$ cat src/rtl/unified_mem_arbiter_if.sv
// Bundle of the IF requester, DM requester and memory-port signals of the unified memory arbiter.
interface unified_mem_arbiter_if #(
  parameter int unsigned ADDR_W = 32,
  parameter int unsigned DATA_W = 32
);

  // Instruction-fetch requester
  logic              if_req;
  logic [ADDR_W-1:0] if_addr;
  logic [DATA_W-1:0] if_rdata;
  logic              if_valid;
  logic              if_stall;

  // MEM-stage data requester
  logic              dm_memread;
  logic              dm_memwrite;
  logic [ADDR_W-1:0] dm_addr;
  logic [DATA_W-1:0] dm_wdata;
  logic [DATA_W-1:0] dm_rdata;
  logic              dm_valid;
  logic              dm_stall;

  // Shared memory port
  logic              m_en;
  logic              m_we;
  logic [ADDR_W-1:0] m_addr;
  logic [DATA_W-1:0] m_wdata;
  logic [DATA_W-1:0] m_rdata;

  // Status
  logic              busy;
  logic              owner;
  logic              err;

  // Arbiter side
  modport slave (
    input  if_req, if_addr,
    input  dm_memread, dm_memwrite, dm_addr, dm_wdata,
    input  m_rdata,
    output if_rdata, if_valid, if_stall,
    output dm_rdata, dm_valid, dm_stall,
    output m_en, m_we, m_addr, m_wdata,
    output busy, owner, err
  );

  // Pipeline and memory side
  modport master (
    output if_req, if_addr,
    output dm_memread, dm_memwrite, dm_addr, dm_wdata,
    output m_rdata,
    input  if_rdata, if_valid, if_stall,
    input  dm_rdata, dm_valid, dm_stall,
    input  m_en, m_we, m_addr, m_wdata,
    input  busy, owner, err
  );

endinterface

$ cat src/rtl/unified_mem_arbiter.sv
// Shares one single-ported fixed-latency memory between instruction fetch and data access.
// Accesses are serialised IDLE -> ISSUE -> (WAIT) -> DONE; DM has priority unless IF has
// waited through STARVE_LIMIT consecutive DM grants.
module unified_mem_arbiter #(
  parameter int unsigned ADDR_W       = 32,
  parameter int unsigned DATA_W       = 32,
  parameter int unsigned MEM_LATENCY  = 2,
  parameter int unsigned STARVE_LIMIT = 4
) (
  input  logic                  clk,
  input  logic                  rst,
  unified_mem_arbiter_if.slave  bus
);

  // Latency and starvation counters both cover the legal 1..15 range
  localparam int unsigned      CNT_W      = 4;
  localparam logic [CNT_W-1:0] LAT_LOAD   = CNT_W'(MEM_LATENCY);
  localparam logic [CNT_W-1:0] STARVE_MAX = CNT_W'(STARVE_LIMIT);
  localparam logic [CNT_W-1:0] CNT_ONE    = CNT_W'(1);

  typedef enum logic [1:0] {
    S_IDLE  = 2'd0,
    S_ISSUE = 2'd1,
    S_WAIT  = 2'd2,
    S_DONE  = 2'd3
  } state_t;

  state_t            state;
  logic [CNT_W-1:0]  lat_cnt;
  logic [CNT_W-1:0]  starve_cnt;

  // Latched access
  logic [ADDR_W-1:0] addr;
  logic [DATA_W-1:0] wdata;
  logic              we;
  logic              en;

  // Registered completion and status
  logic [DATA_W-1:0] if_rdata;
  logic [DATA_W-1:0] dm_rdata;
  logic              if_valid;
  logic              dm_valid;
  logic              busy;
  logic              owner;
  logic              err;

  logic              dm_req;
  logic              if_forced;
  logic              grant_if;

  // Arbitration decision, only acted upon in IDLE
  assign dm_req    = bus.dm_memread | bus.dm_memwrite;
  assign if_forced = (starve_cnt == STARVE_MAX);
  assign grant_if  = bus.if_req & (~dm_req | if_forced);

  // Access sequencer: grant, issue strobe, latency count, completion pulse
  always_ff @(posedge clk or posedge rst) begin
    if (rst) begin
      state      <= S_IDLE;
      lat_cnt    <= '0;
      starve_cnt <= '0;
      addr       <= '0;
      wdata      <= '0;
      we         <= 1'b0;
      en         <= 1'b0;
      if_rdata   <= '0;
      dm_rdata   <= '0;
      if_valid   <= 1'b0;
      dm_valid   <= 1'b0;
      busy       <= 1'b0;
      owner      <= 1'b0;
      err        <= 1'b0;
    end else begin
      case (state)
        S_IDLE: begin
          // An idle cycle without a fetch pending ends any starvation streak
          if (!bus.if_req) begin
            starve_cnt <= '0;
          end
          if (grant_if) begin
            owner      <= 1'b0;
            addr       <= bus.if_addr;
            we         <= 1'b0;
            starve_cnt <= '0;
            en         <= 1'b1;
            busy       <= 1'b1;
            state      <= S_ISSUE;
          end else if (dm_req) begin
            owner <= 1'b1;
            addr  <= bus.dm_addr;
            wdata <= bus.dm_wdata;
            // Conflicting load+store is resolved as a store and flagged
            we    <= bus.dm_memwrite;
            if (bus.dm_memread && bus.dm_memwrite) begin
              err <= 1'b1;
            end
            if (bus.if_req) begin
              starve_cnt <= starve_cnt + CNT_ONE;
            end
            en    <= 1'b1;
            busy  <= 1'b1;
            state <= S_ISSUE;
          end
        end

        S_ISSUE: begin
          en <= 1'b0;
          if (we) begin
            // Stores complete without waiting on read data
            if (owner) begin
              dm_valid <= 1'b1;
            end else begin
              if_valid <= 1'b1;
            end
            state <= S_DONE;
          end else begin
            lat_cnt <= LAT_LOAD;
            state   <= S_WAIT;
          end
        end

        S_WAIT: begin
          lat_cnt <= lat_cnt - CNT_ONE;
          if (lat_cnt == CNT_ONE) begin
            // Only the owner's read register is refreshed
            if (owner) begin
              dm_rdata <= bus.m_rdata;
              dm_valid <= 1'b1;
            end else begin
              if_rdata <= bus.m_rdata;
              if_valid <= 1'b1;
            end
            state <= S_DONE;
          end
        end

        S_DONE: begin
          // No grant here: the just-served request may still be held this cycle
          if_valid <= 1'b0;
          dm_valid <= 1'b0;
          busy     <= 1'b0;
          state    <= S_IDLE;
        end

        default: begin
          en    <= 1'b0;
          busy  <= 1'b0;
          state <= S_IDLE;
        end
      endcase
    end
  end

  // Memory port carries the latched access; contents are only meaningful while m_en is high
  assign bus.m_en    = en;
  assign bus.m_we    = we;
  assign bus.m_addr  = addr;
  assign bus.m_wdata = wdata;

  // Requester-facing completion and status
  assign bus.if_rdata = if_rdata;
  assign bus.dm_rdata = dm_rdata;
  assign bus.if_valid = if_valid;
  assign bus.dm_valid = dm_valid;
  assign bus.busy     = busy;
  assign bus.owner    = owner;
  assign bus.err      = err;

  // Stalls release in the valid cycle so the pipeline advances at the edge ending it
  assign bus.if_stall = bus.if_req & ~if_valid;
  assign bus.dm_stall = dm_req & ~dm_valid;

endmodule

$ cat src/flat_wrapper.sv
// flat-port wrapper written by rule: the top's interface ports become plain ports
module unified_mem_arbiter_flat 
#(
  parameter int unsigned ADDR_W       = 32,
  parameter int unsigned DATA_W       = 32,
  parameter int unsigned MEM_LATENCY  = 2,
  parameter int unsigned STARVE_LIMIT = 4
)
  (clk, rst, bus_if_req, bus_if_addr, bus_dm_memread, bus_dm_memwrite, bus_dm_addr, bus_dm_wdata, bus_m_rdata, bus_if_rdata, bus_if_valid, bus_if_stall, bus_dm_rdata, bus_dm_valid, bus_dm_stall, bus_m_en, bus_m_we, bus_m_addr, bus_m_wdata, bus_busy, bus_owner, bus_err);
  unified_mem_arbiter_if #(.ADDR_W(ADDR_W), .DATA_W(DATA_W)) bus_i ();
  input  logic clk;
  input  logic rst;
  input wire logic [$bits(bus_i.if_req)-1:0] bus_if_req;
  input wire logic [$bits(bus_i.if_addr)-1:0] bus_if_addr;
  input wire logic [$bits(bus_i.dm_memread)-1:0] bus_dm_memread;
  input wire logic [$bits(bus_i.dm_memwrite)-1:0] bus_dm_memwrite;
  input wire logic [$bits(bus_i.dm_addr)-1:0] bus_dm_addr;
  input wire logic [$bits(bus_i.dm_wdata)-1:0] bus_dm_wdata;
  input wire logic [$bits(bus_i.m_rdata)-1:0] bus_m_rdata;
  output wire logic [$bits(bus_i.if_rdata)-1:0] bus_if_rdata;
  output wire logic [$bits(bus_i.if_valid)-1:0] bus_if_valid;
  output wire logic [$bits(bus_i.if_stall)-1:0] bus_if_stall;
  output wire logic [$bits(bus_i.dm_rdata)-1:0] bus_dm_rdata;
  output wire logic [$bits(bus_i.dm_valid)-1:0] bus_dm_valid;
  output wire logic [$bits(bus_i.dm_stall)-1:0] bus_dm_stall;
  output wire logic [$bits(bus_i.m_en)-1:0] bus_m_en;
  output wire logic [$bits(bus_i.m_we)-1:0] bus_m_we;
  output wire logic [$bits(bus_i.m_addr)-1:0] bus_m_addr;
  output wire logic [$bits(bus_i.m_wdata)-1:0] bus_m_wdata;
  output wire logic [$bits(bus_i.busy)-1:0] bus_busy;
  output wire logic [$bits(bus_i.owner)-1:0] bus_owner;
  output wire logic [$bits(bus_i.err)-1:0] bus_err;
  assign bus_i.if_req = bus_if_req;
  assign bus_i.if_addr = bus_if_addr;
  assign bus_i.dm_memread = bus_dm_memread;
  assign bus_i.dm_memwrite = bus_dm_memwrite;
  assign bus_i.dm_addr = bus_dm_addr;
  assign bus_i.dm_wdata = bus_dm_wdata;
  assign bus_i.m_rdata = bus_m_rdata;
  assign bus_if_rdata = bus_i.if_rdata;
  assign bus_if_valid = bus_i.if_valid;
  assign bus_if_stall = bus_i.if_stall;
  assign bus_dm_rdata = bus_i.dm_rdata;
  assign bus_dm_valid = bus_i.dm_valid;
  assign bus_dm_stall = bus_i.dm_stall;
  assign bus_m_en = bus_i.m_en;
  assign bus_m_we = bus_i.m_we;
  assign bus_m_addr = bus_i.m_addr;
  assign bus_m_wdata = bus_i.m_wdata;
  assign bus_busy = bus_i.busy;
  assign bus_owner = bus_i.owner;
  assign bus_err = bus_i.err;
  unified_mem_arbiter #(.ADDR_W(ADDR_W), .DATA_W(DATA_W), .MEM_LATENCY(MEM_LATENCY), .STARVE_LIMIT(STARVE_LIMIT)) u_core (.clk(clk), .rst(rst), .bus(bus_i));
endmodule
$ cat config.mk
export PLATFORM = sky130hd
export DESIGN_NAME = unified_mem_arbiter_flat
export DESIGN_NICKNAME = d
export VERILOG_FILES = /design/src/rtl/unified_mem_arbiter_if.sv /design/src/rtl/unified_mem_arbiter.sv /design/src/flat_wrapper.sv
export SDC_FILE = /design/constraint.sdc
export NUM_CORES = 1
export LEC_CHECK = 0
export BUFFER_PORTS_ARGS = -buffer_cell sky130_fd_sc_hd__buf_4
export CORE_ASPECT_RATIO = 2
export CORE_MARGIN = 4
export CORE_UTILIZATION = 51
export CTS_CLUSTER_SIZE = 14
export DETAILED_ROUTE_END_ITERATION = 7
export PLACE_DENSITY = 0.85
export SLEW_MARGIN = 0
export SYNTH_ARGS = -nofsm -noshare
export SYNTH_HDL_FRONTEND = slang
export SYNTH_SLANG_ARGS = --single-unit
export TNS_END_PERCENT = 1
$ cat constraint.sdc
create_clock -name clk -period 10.8 [get_ports clk]
set_input_delay 1.08 -clock clk [delete_from_list [all_inputs] [get_ports clk]]
set_output_delay 1.08 -clock clk [all_outputs]
set_load 0.02 [all_outputs]
==> results of run 1 <==
registers in the layout, summed over array words and instances, names as in the netlist:
register             count
u_core.bus.err           1
u_core.bus.if_rdata     32
u_core.bus.m_wdata      32
u_core.bus.m_en          1
u_core.bus.dm_rdata     32
u_core.state             2
u_core.starve_cnt        4
u_core.lat_cnt           4
u_core.bus.owner         1
u_core.bus.m_we          1
u_core.bus.m_addr       32
u_core.bus.if_valid      1
u_core.bus.busy          1
u_core.bus.dm_valid      1
where the power goes:
part           internal [W]  switching [W]
sequential         0.000809       0.000166
combinational      0.000626       0.000718
clock              0.000347       0.000224
total               0.00178        0.00111
cells by family (layout without fill, tap and decap cells):
logic type / after synthesis / in the layout / share of synthesized area (%)
muxes: 98 / 98 / 19.9
AOI/OAI and AO/OA: 94 / 94 / 8.32
buffers and inverters: 39 / 315 / 3.14
DFF: 145 / 145 / 59.4
and+or+nand+nor: 102 / 102 / 7.40
adders and majority gates: 9 / 9 / 1.84
layout make-up:
cell class / count / share of cell area [%]
well taps: 145 / 2.07
inverters: 11 / 0.527
repair buffers: 272 / 23.3
clock buffers: 20 / 5.09
clock inverters: 12 / 1.50
flip-flops and latches: 145 / 41.3
multi-input cells: 303 / 26.2
per-layer routing:
metal	routed length, microns	part of all wire (%)
met1	5890	34
met2	9540	55
met5	0	0
met4	734	4.2
met3	1160	6.7
cell usage after synthesis, types with 2 or more instances:
master / n / area share (%)
nand2_1: 40 / 2.5
a21o_1: 2 / 0.25
nor2_1: 38 / 2.3
dfrtp_1: 145 / 59
mux2_1: 2 / 0.37
o21ai_0: 10 / 0.82
clkbuf_1: 13 / 0.80
buf_2: 9 / 0.74
buf_6: 3 / 0.55
nor3_1: 3 / 0.25
nand4_1: 2 / 0.20
mux2i_1: 2 / 0.33
mux2_2: 64 / 12
inv_1: 11 / 0.68
a21oi_1: 68 / 5.6
a31oi_1: 4 / 0.41
ha_1: 9 / 1.8
nand3_1: 6 / 0.49
buf_4: 3 / 0.37
o22ai_1: 2 / 0.20
nor2b_1: 3 / 0.31
mux2_4: 30 / 7.4
per-stage QoR:
step	hold slack, ns	util, %	std cells	power [W]	worst slack [ns]
floorplan	0.463	-	487	0.00173	5.83
global placement	0.462	70.1	876	0.00226	7.05
detailed placement	0.480	70.1	876	0.00233	6.92
CTS	0.505	75.0	908	0.00292	7.36
global route	0.523	75.0	908	0.00304	7.16
finish	0.502	75.0	908	0.00289	7.37
worst paths after layout:
kind	end	slack (ns)	cells after the start
setup / recovery	u_core.bus.m_wdata[7]	7.37	5
hold / removal	u_core.bus.if_rdata[25]	0.50	1
setup reg to reg	u_core.bus.m_wdata[7]	7.62	6
hold reg to reg	u_core.bus.if_rdata[25]	0.50	1
max in group asynchronous	u_core.bus.m_addr[30]	8.68	3
min in group asynchronous	u_core.bus.dm_rdata[13]	0.78	2
critical path: stages:
cell and delay, ns:
buf_4 0.11, or2_1 0.29, a21bo_1 0.84, nand3_2 0.82
mux2_2 0.55
==> flow_metrics.py, run 1 <==
metrics = {
    "cells_and_area": {
        "seqCellArea_sq_mm": 0.00363,
        "layout-drive-gt1-share_pct": 52.8,
        "fin_area_sq_mm": 0.00878,
        "fin_nets": 892,
        "nFillCells": 773,
        "syn_to_final_growth_pct": 43.8,
        "antennaDiodeCount": 0,
        "layout_common_cells": "buf_4, dfrtp_1, a21oi_1",
        "final_common_cell": "buf_4",
        "multi_input_area_sq_mm": 0.00230,
    },
    "drt": {
        "wl_per_cell_microns": 19.1,
        "dr.first_iter.drc_count": 248,
        "vias": 4863,
        "dr.pass1.iters": 4,
        "vias_per_cell": 5.36,
        "wirelength_microns": 17300,
        "drc": 0,
        "postRouteAntennaNets": 0,
    },
    "timing": {
        "slew-limit-headroom_pct": 10.9,
        "drv_slew": 0,
        "setup_viol": 0,
        "min_period_over_period_pct": 31.8,
        "skew_ns": 0.0111,
        "final_hold_viol_count": 0,
        "rsz0062_at_grt": "false",
        "max_freq_ghz": 0.292,
        "period_needed_ns": 3.43,
        "worstMarginPinSlew_ns": 1.34,
        "setup_tns_ns": 0,
    },
    "floorplan": {
        "fp.dieH_microns": 163,
        "die_x_microns": 85.4,
        "die_area_sq_mm": 0.0139,
        "pin_count": 270,
        "rows": 56,
        "core_area_sq_mm": 0.0117,
        "start_util_pct": 52.2,
    },
    "setup_path": {
        "reg2reg_from": "u_core.starve_cnt[0]",
        "critPathCaptureType": "register",
        "crit_fanout": 34,
        "startpoint": "bus_dm_memwrite",
        "criticalPathCategory": "in2reg",
        "start_kind": "input port",
        "critPathRequiredTime_ns": 11.08,
        "arrival_ns": 3.71,
    },
    "grt": {
        "antenna_found_initial": 0,
        "grt_max_degree": 79,
        "grt_util_met1_pct": 26.2,
        "busiest_layer": "met2",
        "gr-usage-met3_pct": 6.94,
        "grt_pass1_vias": 5276,
        "grt_util_met2_pct": 44.3,
        "grt_pass1_wl_microns": 26900,
        "grt_overflow": 0,
        "grt.total_usage_pct": 24.7,
    },
    "clock_network": {
        "post_cts_resized": 0,
        "worst_skew_pair.late_latency_ns": 0.41,
        "clockRootBuffer": "clkbuf_16",
        "clkSinkCount": 145,
        "clk_pin_slew_ns": 0.06,
        "post_cts_buffers": 0,
        "h-tree-depth": 4,
        "ctsHoldBuffers": 0,
        "clk_path_buf_depth": 2,
        "cts_made_buffers": 17,
        "cts_tree": "done",
    },
    "place": {
        "gp_congestion": 0.851,
        "dpl_cell_area_sq_mm": 0.00820,
        "io_buffer_count": 269,
        "hpwlAfterDp_microns": 12900,
    },
    "logic_synthesis": {
        "syn_inst": 487,
        "synthFlopType": "dfrtp_1",
        "synth.distinct_cells": 40,
        "synth_seq_area_share_pct": 59.4,
        "ys_async_sr_fraction_pct": 100,
        "postSynthNetCount": 629,
        "syn_area_sq_mm": 0.00611,
        "synth_edf_count": 0,
        "avgSynthCellArea_sq_um": 12.5,
        "synth-seq-cells": 145,
        "ys.warnings.count": 0,
    },
    "power": {
        "cellPowerDensity_mw_per_mm2": 329,
        "p_leak_nw": 4.49,
        "ir_drop_mv": 0.188,
    },
    "outcome": {
        "status": "finished clean",
    },
    "hold_path": {
        "hp-class": "reg2reg",
        "worstHoldStart": "u_core.bus.if_rdata[25]",
    },
    "job": {
        "drv_cap": 0,
    },
}
No activity file was read; power rests on OpenSTA's default activity.
==> inputs of run 2 (changes only) <==
CORE_UTILIZATION = 43   (was 51)
PLACE_DENSITY = 0.77   (was 0.85)
clock period = 2.8 ns   (was 10.8 ns; I/O delays follow)
==> flow_metrics.py, run 2 (synthesis results as in run 1) <==
metrics = {
    "outcome": {
        "status": "finished clean",
    },
    "cells_and_area": {
        "syn_to_final_growth_pct": 45.6,
        "final_common_cell": "buf_4",
        "layout-drive-gt1-share_pct": 53.4,
        "fin_nets": 897,
        "fin_area_sq_mm": 0.00889,
        "layout_common_cells": "buf_4, dfrtp_1, a21oi_1",
        "nFillCells": 1070,
        "antennaDiodeCount": 0,
        "multi_input_area_sq_mm": 0.00230,
        "seqCellArea_sq_mm": 0.00363,
        "final_util_pct": 64.0,
    },
    "clock_network": {
        "worst_skew_pair.late_latency_ns": 0.41,
        "clockRootBuffer": "clkbuf_16",
        "h-tree-depth": 4,
        "cts_made_buffers": 17,
        "ctsHoldBuffers": 0,
        "post_cts_buffers": 0,
        "cts_tree": "done",
        "clkSinkCount": 145,
        "clk_pin_slew_ns": 0.07,
        "clk_path_buf_depth": 2,
        "post_cts_resized": 0,
    },
    "floorplan": {
        "die_area_sq_mm": 0.0163,
        "rows": 61,
        "fp.dieH_microns": 177,
        "pin_count": 270,
        "start_util_pct": 44.0,
        "core_area_sq_mm": 0.0139,
        "die_x_microns": 92.3,
    },
    "grt": {
        "grt_pass1_wl_microns": 27100,
        "grt.total_usage_pct": 21.3,
        "grt_max_degree": 146,
        "grt_pass1_vias": 5295,
        "grt_overflow": 0,
        "antenna_found_initial": 0,
    },
    "drt": {
        "vias": 4876,
        "drc": 0,
        "dr.pass1.iters": 4,
        "dr.first_iter.drc_count": 172,
        "vias_per_cell": 5.10,
        "postRouteAntennaNets": 0,
        "wirelength_microns": 17500,
        "wl_per_cell_microns": 18.2,
    },
    "timing": {
        "setup_viol": 0,
        "min_period_over_period_pct": 86.0,
        "slew-limit-headroom_pct": 50.0,
        "setup_tns_ns": 0,
        "worstMarginPinSlew_ns": 0.750,
        "rsz0062_at_grt": "false",
        "max_freq_ghz": 0.415,
        "period_needed_ns": 2.41,
        "final_hold_viol_count": 0,
        "drv_slew": 0,
        "skew_ns": 0.0148,
    },
    "setup_path": {
        "crit_fanout": 32,
        "r2r_slack_ns": 0.39,
        "arrival_ns": 2.70,
        "critPathRequiredTime_ns": 3.09,
        "critPathCaptureType": "register",
        "reg2reg_from": "u_core.state[0]",
        "start_kind": "register",
        "criticalPathCategory": "reg2reg",
        "r2r_cells": 6,
        "worstReg2RegEnd": "u_core.bus.dm_rdata[9]",
    },
    "place": {
        "gp_congestion": 0.760,
        "hpwlAfterDp_microns": 13200,
        "io_buffer_count": 269,
        "dpl_cell_area_sq_mm": 0.00832,
    },
    "hold_path": {
        "hp-class": "in2reg",
        "worstHoldStart": "bus_dm_wdata[23]",
        "min_to": "u_core.bus.m_wdata[23]",
        "min_path_cells": 2,
    },
    "power": {
        "p_leak_nw": 4.52,
        "ir_drop_mv": 0.567,
        "cellPowerDensity_mw_per_mm2": 1260,
    },
    "job": {
        "drv_cap": 0,
    },
}
## run 2: final cells by class
| cell class | instances | area share, % |
|---|---|---|
| flip-flops and latches | 145 | 40.8 |
| multi-input cells | 303 | 25.9 |
| repair buffers | 277 | 23.7 |
| clock buffers | 17 | 4.79 |
| well taps | 189 | 2.66 |
| clock inverters | 15 | 1.65 |
| inverters | 11 | 0.507 |
## run 2: worst max path at each step
| stage | start | end | slack, ns | depth (start not counted) |
|---|---|---|---|---|
| 2_1_floorplan | rst | u_core.bus.busy | 0.70 | 1 |
| 3_3_place_gp | u_core.state[0] | u_core.bus.dm_rdata[15] | 0.51 | 6 |
| 3_5_place_dp | u_core.state[0] | u_core.bus.dm_rdata[9] | 0.41 | 6 |
| 4_1_cts | u_core.state[0] | u_core.bus.dm_rdata[9] | 0.40 | 6 |
| 5_1_grt | u_core.state[0] | u_core.bus.dm_rdata[9] | 0.29 | 6 |
| 6_report | u_core.state[0] | u_core.bus.dm_rdata[9] | 0.39 | 6 |
## run 2: where the power goes
| part | internal [W] | switching (W) |
|---|---|---|
| combinational | 0.00243 | 0.00278 |
| sequential | 0.00312 | 0.000633 |
| clock | 0.00125 | 0.000965 |
| total | 0.00680 | 0.00438 |
## run 2: per-stage QoR
step | instances | total power, W | hold slack (ns) | setup slack (ns)
floorplan | 487 | 0.00665 | 0.409 | 0.701
global placement | 925 | 0.00882 | 0.473 | 0.513
detailed placement | 925 | 0.00906 | 0.487 | 0.407
CTS | 957 | 0.0113 | 0.0852 | 0.404
global route | 957 | 0.0118 | 0.0811 | 0.289
finish | 957 | 0.0112 | 0.0959 | 0.392
## run 2: worst max-delay path: stages, from the launching register on
cell	delay, ns
dfrtp_1	0.41
inv_1	0.13
ha_1	0.37
inv_1	0.16
or3_2	0.50
buf_4	0.32
mux2_4	0.37
## run 2: routing by layer
layer  track usage, %  vias to the layer above  part of all wire [%]
li1                 -                     2233                     -
met1             22.4                     2376                    37
met2             39.8                      245                    54
met3             6.31                       22                   7.5
met4             7.20                        0                   1.9
met5                0                        -                     0
==> inputs of run 3 (changes only) <==
ABC_AREA = 1   (was not set)
CORE_UTILIZATION = 48   (was 43)
PLACE_DENSITY = 0.8   (was 0.77)
SLEW_MARGIN = not set   (was 0)
clock period = 2.25 ns   (was 2.8 ns; I/O delays follow)
==> flow_metrics.py, run 3 <==
metrics = {
    "logic_synthesis": {
        "synthFlopType": "dfrtp_1",
        "synthTopCellsByCount": "nand2_1, dfrtp_1, inv_1, nand3_1, o21ai_0",
        "ys.warnings.count": 0,
        "synth_edf_count": 0,
        "synth-seq-cells": 145,
        "synth_area_leaders": "dfrtp_1, nand2_1, nand3_1",
        "syn_inst": 746,
        "synth_seq_area_share_pct": 56.5,
        "postSynthNetCount": 888,
        "synth_top_area_share_pct": 56.5,
        "yosysMostFrequentCell": "nand2_1",
        "ys_async_sr_fraction_pct": 100,
        "synth.distinct_cells": 27,
        "synth_top_area_cell": "dfrtp_1",
        "syn_area_sq_mm": 0.00642,
        "avgSynthCellArea_sq_um": 8.60,
    },
    "timing": {
        "max_freq_ghz": 0.483,
        "skew_ns": 0.0174,
        "final_hold_viol_count": 0,
        "period_needed_ns": 2.07,
        "drv_slew": 0,
        "slew-limit-headroom_pct": 57.2,
        "worstMarginPinSlew_ns": 0.639,
        "setup_tns_ns": 0,
        "min_period_over_period_pct": 91.9,
        "rsz0062_at_grt": "false",
        "setup_viol": 0,
        "fin_hold_ws_ns": 0.0371,
    },
    "drt": {
        "vias": 5877,
        "wl_per_cell_microns": 16.1,
        "dr.pass1.iters": 4,
        "dr.first_iter.drc_count": 309,
        "postRouteAntennaNets": 0,
        "wirelength_microns": 18900,
        "vias_per_cell": 5.02,
        "drc": 0,
    },
    "place": {
        "placed_cells": 1138,
        "io_buffer_count": 269,
        "gp_congestion": 0.868,
        "hpwlAfterDp_microns": 13700,
        "dpl_cell_area_sq_mm": 0.00854,
    },
    "grt": {
        "grt_max_degree": 71,
        "grt_pass1_vias": 6073,
        "grt_pass1_wl_microns": 30100,
        "antenna_found_initial": 0,
        "grt_overflow": 0,
        "grt.total_usage_pct": 24.7,
    },
    "setup_path": {
        "reg2reg_from": "u_core.state[0]",
        "crit_family": "compound AO/OA/AOI/OAI gates",
        "cp_common_cell": "inv_1",
        "criticalPathCategory": "reg2reg",
        "path_cells": "inv_1 > ha_1 > inv_1 > a21oi_4 > nand2_2 > o22ai_1",
        "critPathCaptureType": "register",
        "cp.buffers_inverters": 2,
        "cp_slowest_cell": "nand2_2",
        "arrival_ns": 2.38,
        "startpoint": "u_core.state[0]",
        "cpPeakStageDelay_ns": 0.45,
        "crit_fanout": 34,
        "start_kind": "register",
        "critPathRequiredTime_ns": 2.56,
    },
    "floorplan": {
        "die_x_microns": 89.8,
        "start_util_pct": 49.1,
        "pin_count": 270,
        "rows": 59,
        "fp.dieH_microns": 172,
        "die_area_sq_mm": 0.0154,
        "core_area_sq_mm": 0.0131,
    },
    "clock_network": {
        "post_cts_resized": 0,
        "post_cts_buffers": 0,
        "worst_skew_pair.late_latency_ns": 0.41,
        "cts_made_buffers": 17,
        "ctsHoldBuffers": 1,
        "clk_pin_slew_ns": 0.07,
        "clockRootBuffer": "clkbuf_16",
        "clkSinkCount": 145,
        "cts_tree": "done",
        "h-tree-depth": 4,
        "clk_path_buf_depth": 2,
    },
    "cells_and_area": {
        "final_common_cell": "buf_4",
        "syn_to_final_growth_pct": 42.7,
        "nFillCells": 1049,
        "fin_nets": 1148,
        "layout_common_cells": "buf_4, nand2_1, dfrtp_1",
        "fin_area_sq_mm": 0.00916,
        "multi_input_area_sq_mm": 0.00224,
        "antennaDiodeCount": 0,
        "seqCellArea_sq_mm": 0.00363,
        "layout-drive-gt1-share_pct": 31.9,
        "layout.cells.non_filler": 1171,
    },
    "power": {
        "total_power_w": 0.0133,
        "ir_drop_mv": 0.901,
        "cellPowerDensity_mw_per_mm2": 1450,
        "p_leak_nw": 5.10,
    },
    "job": {
        "drv_cap": 0,
    },
    "hold_path": {
        "worstHoldStart": "bus_dm_wdata[15]",
        "hp-class": "in2reg",
    },
    "outcome": {
        "status": "finished clean",
    },
}
==> run 3: cell count changes after synthesis, sizes merged, moves of 4 or more <==
cell    before  now
a21oi       68    6
a31oi        4    0
buf         15   20
clkbuf      13   20
inv         11   88
mux2        96    0
nand2       40  258
nand3        7   72
nand3b       1   32
nor2        38   11
o21ai       11   75
==> run 3: routing by layer <==
layer  GRT usage (%)  share of wire [%]
met4            12.3                4.0
met1            26.6                 35
met5               0                  0
met2            44.3                 54
met3            7.40                6.3
==> run 3: per-stage QoR <==
| step | util, % | setup WS (ns) |
|---|---|---|
| floorplan | - | 0.206 |
| global placement | 65.4 | 0.280 |
| detailed placement | 65.4 | 0.182 |
| CTS | 70.1 | 0.149 |
| global route | 70.1 | 0.00310 |
| finish | 70.1 | 0.181 |
==> run 3: worst register-to-register path, cell delays in order (launching register included) <==
cell and delay (ns):
dfrtp_1 0.41, inv_1 0.14, ha_1 0.27, inv_1 0.12, a21oi_4 0.29, nand2_2 0.46, o22ai_1 0.28
==> run 3: area by class of cell <==
class | count | share of cell area (%)
clock buffer | 18 | 4.80
clock inverter | 14 | 1.80
inverter | 88 | 3.65
multi-input combinational | 473 | 24.4
sequential | 145 | 39.6
tap | 152 | 2.08
timing repair buffer | 281 | 23.6
==> run 3: logic make-up after synthesis <==
| group | after synthesis | synth area share (%) |
|---|---|---|
| simple gates | 377 | 25.9 |
| flops | 145 | 56.5 |
| buf+inv | 128 | 8.62 |
| compound gates | 86 | 7.04 |
| fa+ha+maj | 9 | 1.75 |
| xor+xnor | 1 | 0.137 |
==> run 3: path summary, 6_finish.rpt <==
kind                                            to  slack (ns)  depth (start not counted)
max in group asynchronous     u_core.starve_cnt[2]        1.04                          4
min in group asynchronous  u_core.bus.dm_rdata[16]        0.45                          3
setup reg to reg                   u_core.bus.m_we        0.18                          6
setup / recovery                   u_core.bus.m_we        0.18                          6
hold reg to reg              u_core.bus.m_wdata[4]        0.47                          2
hold / removal              u_core.bus.m_wdata[15]        0.04                          3
==> run 3: power breakdown <==
part	internal (W)	switching, W
clock network	0.00161	0.00123
registers	0.00378	0.000713
logic	0.00237	0.00356
